===== config.mk =====
export PLATFORM = sky130hd
export DESIGN_NAME = mem_cmd_splitter
export DESIGN_NICKNAME = d
export VERILOG_FILES = /design/src/rtl/mem_cmd_splitter.sv
export SDC_FILE = /design/constraint.sdc
export NUM_CORES = 1
export LEC_CHECK = 0
export CAP_MARGIN = 25
export CORE_MARGIN = 5
export CORE_UTILIZATION = 55
export CTS_BUF_LIST = sky130_fd_sc_hd__clkbuf_8
export DETAILED_ROUTE_END_ITERATION = 10
export PLACE_DENSITY = 0.78
export SYNTH_ARGS = -nofsm -noshare
export SYNTH_HDL_FRONTEND = slang
export SYNTH_SLANG_ARGS = --single-unit

===== constraint.sdc =====
create_clock -name clk -period 14.3 [get_ports clk]
set_clock_uncertainty 0.1 [all_clocks]
set_input_delay 4.29 -clock clk [delete_from_list [all_inputs] [get_ports clk]]
set_output_delay 4.29 -clock clk [all_outputs]
set_load 0.03 [all_outputs]

===== src/rtl/mem_cmd_splitter.sv =====
// mem_cmd_splitter: splits arbitrary-length memory commands into sub-commands
// that never exceed MAX_BURST_BYTES and never cross a BOUNDARY_BYTES boundary.
// Tracks split parents in a small count FIFO and merges per-sub statuses
// into one status per parent (error OR, sub count saturated at 127).
module mem_cmd_splitter #(
  parameter int ADDR_WIDTH      = 64,
  parameter int LEN_WIDTH       = 32,
  parameter int MAX_BURST_BYTES = 4096,
  parameter int BOUNDARY_BYTES  = 4096,
  parameter int TRACK_DEPTH     = 16
) (
  input  logic                  clk,
  input  logic                  rst,
  input  logic                  s_cmd_valid,
  output logic                  s_cmd_ready,
  input  logic [ADDR_WIDTH-1:0] s_cmd_address,
  input  logic [LEN_WIDTH-1:0]  s_cmd_length,
  output logic                  m_cmd_valid,
  input  logic                  m_cmd_ready,
  output logic [ADDR_WIDTH-1:0] m_cmd_address,
  output logic [LEN_WIDTH-1:0]  m_cmd_length,
  input  logic                  s_sts_valid,
  output logic                  s_sts_ready,
  input  logic [7:0]            s_sts_data,
  output logic                  m_sts_valid,
  input  logic                  m_sts_ready,
  output logic [7:0]            m_sts_data,
  output logic                  busy
);

  // Length arithmetic is one bit wider than LEN_WIDTH so that a full
  // boundary window (BOUNDARY_BYTES) never wraps during comparison.
  localparam int CW = LEN_WIDTH + 1;
  localparam int PW = (TRACK_DEPTH > 1) ? $clog2(TRACK_DEPTH) : 1;
  localparam int OW = PW + 2;

  typedef enum logic [0:0] {IDLE, SPLIT} state_t;

  state_t                state_q, state_d;
  logic [ADDR_WIDTH-1:0] cur_addr_q, cur_addr_d;
  logic [LEN_WIDTH-1:0]  rem_q, rem_d;
  logic [LEN_WIDTH-1:0]  sub_cnt_q, sub_cnt_d;
  logic                  m_cmd_valid_q, m_cmd_valid_d;
  logic [LEN_WIDTH-1:0]  m_cmd_length_q, m_cmd_length_d;
  logic                  s_cmd_ready_q, s_cmd_ready_d;
  logic                  push_q, push_d;
  logic [LEN_WIDTH-1:0]  push_cnt_q, push_cnt_d;

  logic [LEN_WIDTH-1:0]  fifo_mem [2**PW];
  logic [PW-1:0]         wr_ptr_q, wr_ptr_d;
  logic [PW-1:0]         rd_ptr_q, rd_ptr_d;
  logic [PW:0]           count_q, count_d;
  logic [LEN_WIDTH-1:0]  done_cnt_q, done_cnt_d;
  logic                  err_acc_q, err_acc_d;
  logic                  m_sts_valid_q, m_sts_valid_d;
  logic [7:0]            m_sts_data_q, m_sts_data_d;
  logic                  run_q, run_d;

  logic                  fifo_empty;
  logic [LEN_WIDTH-1:0]  head_cnt;
  logic                  complete;
  logic                  pop;
  logic                  sts_hs;
  logic [OW-1:0]         occ_d;
  logic                  unused_sts_bits;

  // Sub-command length: min(remaining, max burst, bytes left in the window).
  function automatic logic [LEN_WIDTH-1:0] sub_len(input logic [ADDR_WIDTH-1:0] a,
                                                   input logic [LEN_WIDTH-1:0]  r);
    logic [CW-1:0] room;
    logic [CW-1:0] l;
    room = CW'(BOUNDARY_BYTES) - CW'(a & ADDR_WIDTH'(BOUNDARY_BYTES - 1));
    l    = {1'b0, r};
    if (CW'(MAX_BURST_BYTES) < l) l = CW'(MAX_BURST_BYTES);
    if (room < l) l = room;
    return l[LEN_WIDTH-1:0];
  endfunction

  assign unused_sts_bits = ^s_sts_data[6:0];

  assign s_cmd_ready   = s_cmd_ready_q;
  assign m_cmd_valid   = m_cmd_valid_q;
  assign m_cmd_address = cur_addr_q;
  assign m_cmd_length  = m_cmd_length_q;
  assign m_sts_valid   = m_sts_valid_q;
  assign m_sts_data    = m_sts_data_q;

  // Splitter FSM: accept a parent, then emit one registered sub-command per handshake.
  always_comb begin
    state_d        = state_q;
    cur_addr_d     = cur_addr_q;
    rem_d          = rem_q;
    sub_cnt_d      = sub_cnt_q;
    m_cmd_valid_d  = m_cmd_valid_q;
    m_cmd_length_d = m_cmd_length_q;
    push_d         = 1'b0;
    push_cnt_d     = push_cnt_q;
    case (state_q)
      IDLE: begin
        if (s_cmd_valid && s_cmd_ready_q) begin
          cur_addr_d = s_cmd_address;
          rem_d      = s_cmd_length;
          sub_cnt_d  = '0;
          if (s_cmd_length != '0) begin
            state_d        = SPLIT;
            m_cmd_valid_d  = 1'b1;
            m_cmd_length_d = sub_len(s_cmd_address, s_cmd_length);
          end else begin
            // Zero-length parent still gets a status, with a count of 0.
            push_d     = 1'b1;
            push_cnt_d = '0;
          end
        end
      end
      SPLIT: begin
        if (m_cmd_ready) begin
          cur_addr_d = cur_addr_q + ADDR_WIDTH'(m_cmd_length_q);
          rem_d      = rem_q - m_cmd_length_q;
          sub_cnt_d  = sub_cnt_q + LEN_WIDTH'(1);
          if (rem_d == '0) begin
            state_d       = IDLE;
            m_cmd_valid_d = 1'b0;
            push_d        = 1'b1;
            push_cnt_d    = sub_cnt_d;
          end else begin
            m_cmd_length_d = sub_len(cur_addr_d, rem_d);
          end
        end
      end
      default: state_d = IDLE;
    endcase
  end

  // Status collector: count sub-statuses, merge errors, retire the FIFO head when complete.
  always_comb begin
    fifo_empty    = (count_q == '0);
    head_cnt      = fifo_mem[rd_ptr_q];
    complete      = !fifo_empty && (done_cnt_q == head_cnt);
    pop           = complete && !m_sts_valid_q;
    s_sts_ready   = run_q && !m_sts_valid_q && !complete;
    sts_hs        = s_sts_valid && s_sts_ready;
    wr_ptr_d      = wr_ptr_q + PW'(push_q);
    rd_ptr_d      = rd_ptr_q + PW'(pop);
    count_d       = count_q + (PW+1)'(push_q) - (PW+1)'(pop);
    done_cnt_d    = done_cnt_q;
    err_acc_d     = err_acc_q;
    m_sts_valid_d = m_sts_valid_q;
    m_sts_data_d  = m_sts_data_q;
    run_d         = 1'b1;
    if (pop) begin
      m_sts_valid_d = 1'b1;
      m_sts_data_d  = {err_acc_q, (head_cnt > LEN_WIDTH'(127)) ? 7'd127 : head_cnt[6:0]};
      done_cnt_d    = '0;
      err_acc_d     = 1'b0;
    end else begin
      if (m_sts_valid_q && m_sts_ready) m_sts_valid_d = 1'b0;
      if (sts_hs) begin
        done_cnt_d = done_cnt_q + LEN_WIDTH'(1);
        err_acc_d  = err_acc_q | s_sts_data[7];
      end
    end
  end

  // Parent ready for the next cycle; pending pushes count as occupied slots.
  always_comb begin
    occ_d         = OW'(count_d) + OW'(push_d);
    s_cmd_ready_d = (state_d == IDLE) && (occ_d < OW'(TRACK_DEPTH));
  end

  // busy also covers the one cycle between the last sub and its FIFO push.
  assign busy = (state_q == SPLIT) || push_q || !fifo_empty ||
                (done_cnt_q != '0) || m_sts_valid_q;

  // State registers; reset drops every pre-reset parent and status.
  always_ff @(posedge clk or posedge rst) begin
    if (rst) begin
      state_q        <= IDLE;
      cur_addr_q     <= '0;
      rem_q          <= '0;
      sub_cnt_q      <= '0;
      m_cmd_valid_q  <= 1'b0;
      m_cmd_length_q <= '0;
      s_cmd_ready_q  <= 1'b0;
      push_q         <= 1'b0;
      push_cnt_q     <= '0;
      wr_ptr_q       <= '0;
      rd_ptr_q       <= '0;
      count_q        <= '0;
      done_cnt_q     <= '0;
      err_acc_q      <= 1'b0;
      m_sts_valid_q  <= 1'b0;
      m_sts_data_q   <= '0;
      run_q          <= 1'b0;
    end else begin
      state_q        <= state_d;
      cur_addr_q     <= cur_addr_d;
      rem_q          <= rem_d;
      sub_cnt_q      <= sub_cnt_d;
      m_cmd_valid_q  <= m_cmd_valid_d;
      m_cmd_length_q <= m_cmd_length_d;
      s_cmd_ready_q  <= s_cmd_ready_d;
      push_q         <= push_d;
      push_cnt_q     <= push_cnt_d;
      wr_ptr_q       <= wr_ptr_d;
      rd_ptr_q       <= rd_ptr_d;
      count_q        <= count_d;
      done_cnt_q     <= done_cnt_d;
      err_acc_q      <= err_acc_d;
      m_sts_valid_q  <= m_sts_valid_d;
      m_sts_data_q   <= m_sts_data_d;
      run_q          <= run_d;
    end
  end

  // Tracking FIFO storage; validity is carried by the pointers and count.
  always_ff @(posedge clk) begin
    if (push_q) fifo_mem[wr_ptr_q] <= push_cnt_q;
  end

endmodule

==> results.md <==
* GRT Util Overall at 26.9%
* Layout Cells excl Fill at just over 4000
* Final WL at ~100000 microns
* Iteration-0 DRC Markers at around 2600
* Die footprint at 0.0735 sq mm
* FMAX at between 100 and 150 MHz
* Max clock buf depth at 3
* Area grow syn2layout at 14.4%
* Site Rows at 95
* Placed Cells at 3900
* Synth warn at 0
* R2r startpoint: m_cmd_length[8]
* GPL Wtd Cong at about 0.94
* Critical Path Fanout Max at 54
* Slowest cell on crit path: dfrtp_4
* Final HPWL DP at between 60000 and 70000 microns
* Vias in the first global route at roughly 27000
* Synth Instances at roughly 2900
* Sum Neg Setup Slack at 0 ps
* Most common cell in the netlist: edfxtp_1
* Synth Cell Area at ~0.037 sq mm
* Clock Power Share at approximately a quarter
* DR WL/cell at between 20 and 25 microns
* Sequential Power Share at between 30% and 40%
* Final Critical Period at 9740 ps
* Reg clk slew, reported paths at ~60 ps
* Yosys reg bits at 764
* DRT antenna net count at 0
* Yosys top cell by area: edfxtp_1
* Critical path endpoint category: output pin
* Crit share post-route at between 60 and 70%
* Pwr per Cell Area at 153 mW/mm^2
* RSZ-0062 raised after global routing: false
* Crit Path Category: flip-flop to output pin
* Clk_lat worst skew at around 740 ps
* Leakage at around 16 nW
* Max-cap violations at 0
* Reg-to-reg critical path endpoint: m_cmd_length[11]
* Final setup viols at 0
* Final nets at 3366
* Post-synth top area share at 41.0%
* CTS H-tree depth at 3
* Worst R2R Path Depth at 23
* Post-synthesis sequential area ratio at about 58%
* Rel. slew slack at 30.7%
* Mapped Nets at about 3100
* Worst EP arrival at approximately 5400 ps
* IO Pins at approximately 220
* Yosys cell types at 94
* First-pass GRT wire length at around 160000 microns
* CP endpoint: s_sts_ready
* Post-synth EDFFs at roughly 510
* Via/cell ratio at around 6.4
* Synth area leaders: edfxtp_1, dfrtp_1, mux4_2
* R2R Setup Slk at approximately 8000 ps
* Largest net degree at the start of global routing at 139
* TritonCTS buffer count at about 120
* Worst slew pin tran at between 1000 and 1500 ps
* Fraction of layout cells with a size suffix above 1 at about an eighth
* Die height at between 200 and 300 microns
* Starting Density at around 56%
* # hold bufs at CTS at 0
* Sw Ratio at 35.8%
* Area of the multi-input gates at 0.0150 sq mm
* Synth Flop Type: edfxtp_1
* Worst hold path class: flip-flop to flip-flop
* Outcome: complete, no violations
* Startpoint Class: flip-flop
* Drt drc at 0
* Post-CTS sizing at 0
* Crit path cell chain: buf_4 -> mux4_2 -> mux2i_1 -> mux2i_1 -> xnor2_1 -> or4_1 -> nor4_1 -> nand3_1 -> buf_4 -> nor3b_1 -> clkdlybuf4s50_1
* Post-synth top cells: edfxtp_1, nand2_1, dfrtp_1
* Min Hold Slack at about 380 ps
* Int Pwr at roughly 0.0042 W
* Core ar. at 0.0674 sq mm
* Post-Route Utilization at 63.6%
* Worst stage delay on the critical path at roughly 940 ps
* Post-Syn Area per Cell at about 13 sq um
* Slew Limit Fails at 0
* Seq. cell area at around 0.022 sq mm
* Gr ovfl total at 0
* Final Hold Fails at 0
* Fill count at between 4000 and 5000
* PortBufs at roughly 210
* Clock Sinks at between 700 and 800
* Via count at between 20000 and 30000
* Dpl cell area at slightly above 0.04 sq mm
* Clk root buf: clkbuf_8
* Postcts setup bufs at 0
* Buffers plus inverters on the worst setup path at 3
* Async SR Flop Fraction at 33.0%
* Antenna violations before repair at 5
* Net Switching at 0.00235 W
* Post-route cell area at 0.0429 sq mm
* Top delay family on crit path: buffers and inverters
* Instance count on the critical path at 11
* Die Width at ~270 microns
* Drt first pass iters at 6
* CTS tree: built
* Combinational share of power at around 35%
* CP Data Required Time at between 9000 and 10000 ps
* Worst IR drop on VDD at between 0.2 and 0.25 mV
* Critical Path Start: rd_ptr_q[1]
## metal layers
layer / up-vias / global-route usage [%] / share of wire, % / routed length (microns)
met5: - / 0 / 0.013 / 13
met4: 2 / 10.2 / 3.8 / 3810
met3: 253 / 4.51 / 7.6 / 7570
met2: 1240 / 45.5 / 50 / 49900
met1: 13100 / 35.2 / 39 / 38700
li1: 11700 / - / - / -
## cell usage in the layout (no fill, tap or decap), types with 37 or more instances in the layout
cell and n:
a21o_1 43, a21oi_1 142, and3_1 51, clkbuf_8 130, clkdlybuf4s50_1 211, dfrtp_1 247, edfxtp_1 512, ha_1 102
inv_1 136, mux2i_1 125, mux4_2 132, nand2_1 255, nand3_1 100, nand4_1 37, nor2_1 151, nor3_1 40
o21ai_0 140, xnor2_1 107, xor2_1 47
## layout make-up
class / instances / area share (%)
antenna: 2 / 0.0117
clock buffer: 130 / 4.17
clock inverter: 88 / 1.06
inverter: 95 / 0.849
multi-input combinational: 1919 / 34.9
sequential: 764 / 50.6
tap: 873 / 2.55
timing repair buffer: 254 / 5.86
## sequential cells by signal (all words and copies together) (netlist names), 4 cells and up
register / flops
count_q: 5
done_cnt_q: 32
fifo_mem: 512
m_cmd_address: 64
m_cmd_length: 32
m_sts_data: 8
push_cnt_q: 32
rd_ptr_q: 4
rem_q: 32
sub_cnt_q: 32
wr_ptr_q: 4
## per-stage QoR
stage,setup slack [ps],power [W]
2_1_floorplan,2980,0.00422
4_1_cts,4180,0.00656
3_3_place_gp,5020,0.00478
6_report,4560,0.00657
3_5_place_dp,5000,0.00484
5_1_grt,4270,0.00694
## power by group through the flow
stage | registers [W] | clock network (W) | logic [W]
finish | 0.00257 | 0.00172 | 0.00227
global route | 0.00259 | 0.00186 | 0.00249
CTS | 0.00257 | 0.00175 | 0.00224
detailed placement | 0.00261 | 0 | 0.00223
global placement | 0.00261 | 0 | 0.00218
floorplan | 0.00266 | 0 | 0.00156
## cell families (layout without fill, tap and decap cells)
| kind of cell | count (synthesis) | in the layout | share of synthesized area (%) |
|---|---|---|---|
| simple gates | 827 | 827 | 10.8 |
| buf+inv | 242 | 567 | 2.62 |
| compound gates | 566 | 566 | 9.99 |
| xor+xnor | 154 | 154 | 3.60 |
| other cells | 1 | 3 | 0.0100 |
| fa+ha+maj | 105 | 105 | 3.57 |
| mux | 266 | 266 | 11.5 |
| flops | 764 | 764 | 57.9 |
## worst register-to-register path, cell delays in order (launching register included)
cell and delay [ps]:
dfrtp_1 480, inv_1 80, ha_1 500, nand4_1 250, or3_1 490, and3_4 230, o221ai_1 250, xor2_1 140
or2_2 340, or4_1 570, or3_4 450, nor3_1 250, inv_1 80, ha_1 290, a21o_1 160, a21o_1 160
a21oi_1 150, o21ai_0 140, a21o_1 180, nand2_1 60, nand2_1 60, and3_1 330, a221oi_1 360, a21oi_1 120
## worst min path at each step
stage               slack, ps  cells past startpoint   endpoint       from
finish                    380                      2   rem_q[0]   rem_q[0]
global route              410                      2  rem_q[30]  rem_q[30]
CTS                       390                      2  rem_q[26]  rem_q[26]
detailed placement        380                      2  rem_q[26]  rem_q[26]
global placement          360                      2   rem_q[0]   rem_q[0]
floorplan                 350                      2   rem_q[0]   rem_q[0]
No activity file was read; power rests on OpenSTA's default activity.
